===== src/rtl/tx_frame_scheduler.sv =====
// Shares one UART tx_unit between two ADC channels: one pending sample per channel,
// round-robin grant, and each sample sent as a header/high/low byte frame.
module tx_frame_scheduler #(
    parameter int                      DATA_SIZE    = 14,
    parameter int                      TX_DATA_SIZE = 8,
    parameter logic [TX_DATA_SIZE-2:0] SYNC_TAG     = 7'h52
) (
    input  logic                    i_clock,
    input  logic                    i_reset,
    input  logic                    i_enable,
    input  logic                    i_valid_ch1,
    input  logic [DATA_SIZE-1:0]    i_data_ch1,
    input  logic                    i_valid_ch2,
    input  logic [DATA_SIZE-1:0]    i_data_ch2,
    input  logic                    i_txready,
    output logic                    o_send,
    output logic [TX_DATA_SIZE-1:0] o_txdata,
    output logic                    o_busy,
    output logic                    o_overflow_ch1,
    output logic                    o_overflow_ch2,
    output logic [15:0]             o_frame_count
);

    localparam int EXT_W = 2 * TX_DATA_SIZE;

    typedef enum logic [1:0] {ST_IDLE, ST_HDR, ST_HI, ST_LO} byte_state_t;
    typedef enum logic [1:0] {PH_ISSUE, PH_ACK, PH_DONE} phase_t;

    byte_state_t state, state_nxt;
    phase_t      phase, phase_nxt;

    logic                 pending_ch1, pending_ch2;
    logic [DATA_SIZE-1:0] hold_ch1, hold_ch2;
    logic [DATA_SIZE-1:0] frame_data;
    logic                 frame_ch;
    logic                 last_grant_ch2;
    logic                 grant_ch1, grant_ch2;
    logic                 frame_done;
    logic [EXT_W-1:0]     frame_ext;

    // NOTE: sequential state uses non-blocking assignments so every register
    // samples pre-edge values, independent of block ordering.
    always_ff @(posedge i_clock or negedge i_reset) begin
        if (!i_reset) begin
            state <= ST_IDLE;
            phase <= PH_ISSUE;
        end else begin
            state <= state_nxt;
            phase <= phase_nxt;
        end
    end

    // NOTE: every combinational output gets a default before the case so no
    // path leaves a signal unassigned and infers a latch.
    always_comb begin
        state_nxt  = state;
        phase_nxt  = phase;
        o_send     = 1'b0;
        grant_ch1  = 1'b0;
        grant_ch2  = 1'b0;
        frame_done = 1'b0;
        case (state)
            ST_IDLE: begin
                if (i_txready && (pending_ch1 || pending_ch2)) begin
                    if (pending_ch1 && (!pending_ch2 || last_grant_ch2))
                        grant_ch1 = 1'b1;
                    else
                        grant_ch2 = 1'b1;
                    state_nxt = ST_HDR;
                    phase_nxt = PH_ISSUE;
                end
            end
            default: begin
                case (phase)
                    PH_ISSUE: begin
                        // Gated by i_txready so a send is never offered to a busy tx_unit.
                        if (i_txready) begin
                            o_send    = 1'b1;
                            phase_nxt = PH_ACK;
                        end
                    end
                    PH_ACK: begin
                        if (!i_txready)
                            phase_nxt = PH_DONE;
                    end
                    PH_DONE: begin
                        if (i_txready) begin
                            phase_nxt = PH_ISSUE;
                            case (state)
                                ST_HDR:  state_nxt = ST_HI;
                                ST_HI:   state_nxt = ST_LO;
                                default: begin
                                    state_nxt  = ST_IDLE;
                                    frame_done = 1'b1;
                                end
                            endcase
                        end
                    end
                    default: phase_nxt = PH_ISSUE;
                endcase
            end
        endcase
    end

    always_ff @(posedge i_clock or negedge i_reset) begin
        if (!i_reset) begin
            pending_ch1    <= 1'b0;
            pending_ch2    <= 1'b0;
            hold_ch1       <= '0;
            hold_ch2       <= '0;
            frame_data     <= '0;
            frame_ch       <= 1'b0;
            last_grant_ch2 <= 1'b1;
            o_overflow_ch1 <= 1'b0;
            o_overflow_ch2 <= 1'b0;
            o_frame_count  <= '0;
        end else begin
            if (grant_ch1) begin
                frame_data     <= hold_ch1;
                frame_ch       <= 1'b0;
                last_grant_ch2 <= 1'b0;
            end
            if (grant_ch2) begin
                frame_data     <= hold_ch2;
                frame_ch       <= 1'b1;
                last_grant_ch2 <= 1'b1;
            end

            // A slot being granted on this edge is free for a new sample.
            if (i_enable && i_valid_ch1) begin
                if (!pending_ch1 || grant_ch1) begin
                    hold_ch1    <= i_data_ch1;
                    pending_ch1 <= 1'b1;
                end else begin
                    o_overflow_ch1 <= 1'b1;
                end
            end else if (grant_ch1) begin
                pending_ch1 <= 1'b0;
            end

            if (i_enable && i_valid_ch2) begin
                if (!pending_ch2 || grant_ch2) begin
                    hold_ch2    <= i_data_ch2;
                    pending_ch2 <= 1'b1;
                end else begin
                    o_overflow_ch2 <= 1'b1;
                end
            end else if (grant_ch2) begin
                pending_ch2 <= 1'b0;
            end

            if (frame_done)
                o_frame_count <= o_frame_count + 16'd1;
        end
    end

    assign frame_ext = EXT_W'(frame_data);

    always_comb begin
        o_txdata = '0;
        case (state)
            ST_HDR:  o_txdata = {SYNC_TAG, frame_ch};
            ST_HI:   o_txdata = frame_ext[EXT_W-1:TX_DATA_SIZE];
            ST_LO:   o_txdata = frame_ext[TX_DATA_SIZE-1:0];
            default: o_txdata = '0;
        endcase
    end

    assign o_busy = (state != ST_IDLE) | pending_ch1 | pending_ch2;

endmodule


===== config.mk =====
export PLATFORM = sky130hd
export DESIGN_NAME = tx_frame_scheduler
export DESIGN_NICKNAME = d
export VERILOG_FILES = /design/src/rtl/tx_frame_scheduler.sv
export SDC_FILE = /design/constraint.sdc
export NUM_CORES = 1
export LEC_CHECK = 0
export ABC_AREA = 0
export CELL_PAD_IN_SITES_DETAIL_PLACEMENT = 1
export CELL_PAD_IN_SITES_GLOBAL_PLACEMENT = 1
export CORE_MARGIN = 2
export CORE_UTILIZATION = 37
export DETAILED_ROUTE_END_ITERATION = 8
export PLACE_DENSITY_LB_ADDON = 0.1
export SLEW_MARGIN = 30
export SYNTH_ARGS = -nofsm -noshare
export SYNTH_HDL_FRONTEND = slang
export SYNTH_SLANG_ARGS = --single-unit

===== constraint.sdc =====
create_clock -name i_clock -period 1.77 [get_ports i_clock]
set_input_delay 0.354 -clock i_clock [delete_from_list [all_inputs] [get_ports i_clock]]
set_output_delay 0.354 -clock i_clock [all_outputs]
set_load 0.05 [all_outputs]

**Word-level counts from Yosys, hierarchy flattened**

Index checks and enable logic that the tools add are counted.

- Flip-flop bits (word level): 68
- Input bits: 34
- Output and inout bits: 28
- Word-level logic and storage cells: 89

- Add/subtract/negate cells: 1
- Equality and inequality tests: 11
- Muxes and demuxes: 34
- Bitwise logic cells: 4
- Reductions and logical operators: 27

Operators with widths:

| cell | number |
|---|---|
| two-way mux 14 bit | 2 |
| case mux 8 bit (3 select lines) | 1 |
| two-way mux 1 bit | 20 |
| two-way mux 2 bit | 9 |
| adder 16 x 1 -> 16 bit (second input constant) | 1 |
| AND reduction 2 bit | 6 |
| nonzero test 2 bit | 6 |
| == test 2 bit (second input constant) | 3 |
| != test 3 bit (second input constant) | 2 |
| case mux 2 bit (3 select lines) | 1 |
| == test 2 x 1 -> 1 bit (second input constant) | 2 |
| logical AND 1 bit | 4 |
| zero test 2 bit | 2 |
| logical OR 1 bit | 4 |
| != test 2 x 1 -> 1 bit (second input constant) | 2 |
| case mux 2 bit (2 select lines) | 1 |
| AND reduction 4 bit | 1 |
| != test 3 x 2 -> 1 bit (second input constant) | 1 |
| AND reduction 3 bit | 1 |
| zero test 1 bit | 2 |
| != test 2 bit (second input constant) | 1 |
| inverter 1 bit | 2 |
| bitwise OR 1 bit | 2 |
| OR reduction 2 bit | 1 |

**Logic depth before layout (Yosys ltp)**

- Depth in word-level cells: 9
- Mapped depth: 8
- Gate-level depth less buffers: 6

**Least setup slack after synthesis**

No wires, ideal clock.

- Path type: flip-flop to output port
- Start point: reg state[1]
- End point: out o_send
- Data arrival time: 2.062 ns
- Required time: 1.416 ns
- Setup slack: -0.646 ns
- Cell stages (with the launch flop): 5
- Path buffers: 1
- Cell sequence: dfrtp_1 inv_1 ha_1 buf_4 nor3_1

- Cells in the longest elaborated chain, start to end: 2

Ends and longest elaborated chain:

| item | RTL line | text |
|---|---|---|
| start: declaration | 29 | `byte_state_t state, state_nxt;` |
| start signal: assignment | 48 | `state <= state_nxt;` |
| zero test 2 bit | 62 | `case (state)` |
| two-way mux 1 bit | 62 |  |
| end: declaration | 16 | `output logic o_send,` |

No other way between the ends.

**Worst setup path after layout**

- Start point: reg state[0]
- End point: out o_txdata[0]

- Cells in the longest elaborated chain, start to end: 2
- Elaborated cells on any way between the ends: 4
- Those cells by class: eq/ne (3); mux (1)

Ends and longest elaborated chain:

| item | RTL line | text |
|---|---|---|
| == test 2 bit / == test 2 x 1 -> 1 bit (equally long branches) | 161 | `case (state)` |
| case mux 8 bit (3 select lines) * | 161 |  |
| end: declaration | 17 | `output logic [TX_DATA_SIZE-1:0] o_txdata,` |

Mark *: on every way between the ends. The rest lies on a longest branch, timed or not.

==> results.yml <==
synth:
  async_flop_share_pct: 100.0
  synth_top_family_by_area: "multiplexers"
  synth_nets: 281
  ys_top_cells_by_area: "dfrtp_1, mux2_2, a222oi_1"
  synth_xor_area_share_pct: 4.375
  synth_seq_area_share_pct: 56.71
  syn-mean-instance-area_um2: 12.51
  synth.distinct_cells: 37
  synth_flop_cell: "dfrtp_1"
  yosysTopAreaCellShare_pct: 55.83
  synth_edf_count: 0
  ys_seq_elements: 68
  synth_area_um2: 3003
  yosysWarnings: 0
  synth_compound_area_share_pct: 9.125
  synth_mux_area_share_pct: 11.58
  synth_common_cells: "dfrtp_1, mux2_2, inv_1"
  netlist.top_cell.by_area: "dfrtp_1"
  synthAdderAreaFrac_pct: 2.917
  synth-simple-area-share_pct: 10.79
  syn_inst: 240
  synth.most_common_cell: "dfrtp_1"
routing:
  wire_per_inst_um: 18.13
  routed_wl_mm: 8.070
  dr.pass1.iters: 6
  vias_per_cell: 5.155
  final_antenna_net_count: 0
  num_vias: 2294
  drt-initial-drc-count: 106
  drc: 0
cells_and_area:
  syn_to_final_growth_pct: 55.21
  nets: 380
  antenna_cells: 0
  drive_gt1_share_pct: 45.48
  layout.cells.non_filler: 445
  fin_util_pct: 59.70
sta:
  final.setup.worst_slack_ns: -0.3033
  timing.hold.ws_ns: -0.005237
  max_freq_ghz: 0.4823
  rsz0062_at_grt: "yes"
  hold_violations: 1
  relSlewSlack_pct: 68.32
  finalWorstPathRequiredPeriod_ns: 2.073
  final_max_slew_viol_count: 0
  skew_ns: 0.008996
  worstMarginPinSlew_ns: 0.4744
  fin_crit_sh_pct: 117.1
  setup_viol: 70
global_routing:
  grt_max_degree: 69
  gr-usage-all-layers_pct: 18.73
  grt_pass1_vias: 2402
  grt_pass1_wl_mm: 12.40
  overflow: 0
  antenna_found_initial: 0
  grtUsageMet2_pct: 31.13
  grt_most_used_layer: "met2"
  use_met3_pct: 4.655
  met1_usage_pct: 23.28
power_and_ir_drop:
  p_int_uw: 4870
  switching_share_pct: 37.14
  power_frac_clock_pct: 16.7
  power_frac_seq_pct: 34.1
  ir_drop_uv: 1554
  power.density_nw_per_um2: 1662
  power.switching_uw: 2878
  comb_power_share_pct: 49.1
  p_leak_uw: 0.002145
die:
  die_h_um: 94.09
  initial_utilization_pct: 38.46
  die-area_um2: 8853
  io_pins: 62
  rows: 32
  fp.dieW_um: 94.09
  core_um2: 7807
run:
  drv_cap: 0
clock_network:
  cts_buffers: 9
  cts_hold_buf: 0
  max-clock-path-buffers: 2
  cts_root_buffer: "clkbuf_8"
  clock-sinks: 68
  cts_tree: "built"
  clkSlewWorstSetupHoldPaths_ns: 0.07
  worstSkewPairLatency_ns: 0.35
  h-tree-depth: 3
run_status:
  violations: "hold timing, setup timing"
  status: "finished, violations left"
placement:
  gp_congestion: 0.7303
  dp_cells: 419
  io_buffers: 61
  dpl.hpwl_mm: 4.956
critical_path:
  crit_chain: "buf_6, ha_4, a222oi_1, nor2_2, buf_6"
  slowest_stage: "dfrtp_1"
  crit_top_cell: "buf_6"
  required_ns: 1.42
  crit_path_end_kind: "output pin"
  path_class: "register to output pin"
  cp.arrival_ns: 1.72
  cp_slowest_stage_delay_ns: 0.42
  critPathLaunchType: "register"
  crit_fanout: 3
min_path:
  hold_class: "primary input to asynchronous set/reset pin"
## flip-flops by register name, indices dropped and copies added (netlist names)
signal	flops
o_frame_count	16
frame_data	14
hold_ch1	14
hold_ch2	14
phase	2
state	2
frame_ch	1
last_grant_ch2	1
o_overflow_ch1	1
o_overflow_ch2	1
pending_ch1	1
pending_ch2	1
## power groups by stage
stage / logic (uW) / registers, uW / clock network [uW]
after floorplan: 1770 / 2570 / 0
after global placement: 2980 / 2580 / 0
after detailed placement: 3060 / 2610 / 0
after CTS: 3360 / 2600 / 1330
after global routing: 4070 / 2730 / 1400
final: 3800 / 2650 / 1300
## routing by layer
metal / vias to the layer above / routed length (um)
met5: - / 0
met4: 0 / 128
met3: 10 / 289
met2: 51 / 4238
met1: 1179 / 3415
li1: 1054 / -
## cell type report
type / count / area, um^2
clock buffer: 10 / 137.6
clock inverter: 5 / 62.56
timing repair buffer: 97 / 1056
tap: 102 / 127.6
multi-input combinational: 145 / 1505
fill: 768 / 3147
inverter: 18 / 67.56
sequential: 68 / 1704
## cell usage in the layout, fill, tap and decap left out, types with 10 or more instances in the layout
master	instances
a222oi_1	15
buf_12	15
buf_4	33
buf_6	16
clkbuf_8	10
clkdlybuf4s50_1	31
dfrtp_1	66
inv_1	16
mux2_2	13
mux2_4	17
nand2_1	11
## stage by stage
stage / TNS, ns / setup WS, ns / total power [uW] / area [um^2]
2_1_floorplan: -0.2390 / -0.01940 / 4336 / 3063
3_3_place_gp: -9.763 / -0.2204 / 5567 / 4031
3_5_place_dp: -11.12 / -0.2992 / 5668 / 4031
4_1_cts: -6.254 / -0.3051 / 7295 / 4404
5_1_grt: -15.87 / -0.3354 / 8195 / 4661
6_report: -9.856 / -0.3033 / 7748 / 4661
## critical path, delay by kind of cell, from the launching register on
kind	cells	cell delay, ns
DFF	1	0.42
AOI/OAI and AO/OA	1	0.40
buffers and inverters	2	0.31
adders and majority gates	1	0.16
and+or+nand+nor	1	0.07
## cell families (layout without fill, tap and decap cells)
group / Yosys count / after routing
adders and majority gates: 7 / 7
muxes: 31 / 31
xor gates and xnor gates: 15 / 15
DFF: 68 / 68
and+or+nand+nor: 58 / 59
AOI/OAI and AO/OA: 33 / 33
buffers and inverters: 28 / 130
## what timing repair did
| action | in CTS | in global routing |
|---|---|---|
| resized for setup | 30 | 49 |
| setup endpoints to repair | 19 | 70 |
| gates cloned | 1 | 0 |
| pin swaps | 22 | 20 |
| buffers inserted | 6 | 5 |
## final timing paths
path                                                 start                            to  slack, ns  cells after the start
worst max-delay path                  state[0]$_DFFE_PN0P_                   o_txdata[0]      -0.30                      5
worst min-delay path                               i_reset    o_overflow_ch2$_DFFE_PN0P_     -0.005                      2
worst max register to register        state[1]$_DFFE_PN0P_  o_frame_count[7]$_DFFE_PN0P_      -0.22                      9
worst min register to register  o_overflow_ch2$_DFFE_PN0P_    o_overflow_ch2$_DFFE_PN0P_       0.48                      1
max in group asynchronous                          i_reset          state[1]$_DFFE_PN0P_       1.42                      2
min in group i_clock            o_overflow_ch2$_DFFE_PN0P_    o_overflow_ch2$_DFFE_PN0P_       0.48                      1
Power figures use the tool's default switching activity.
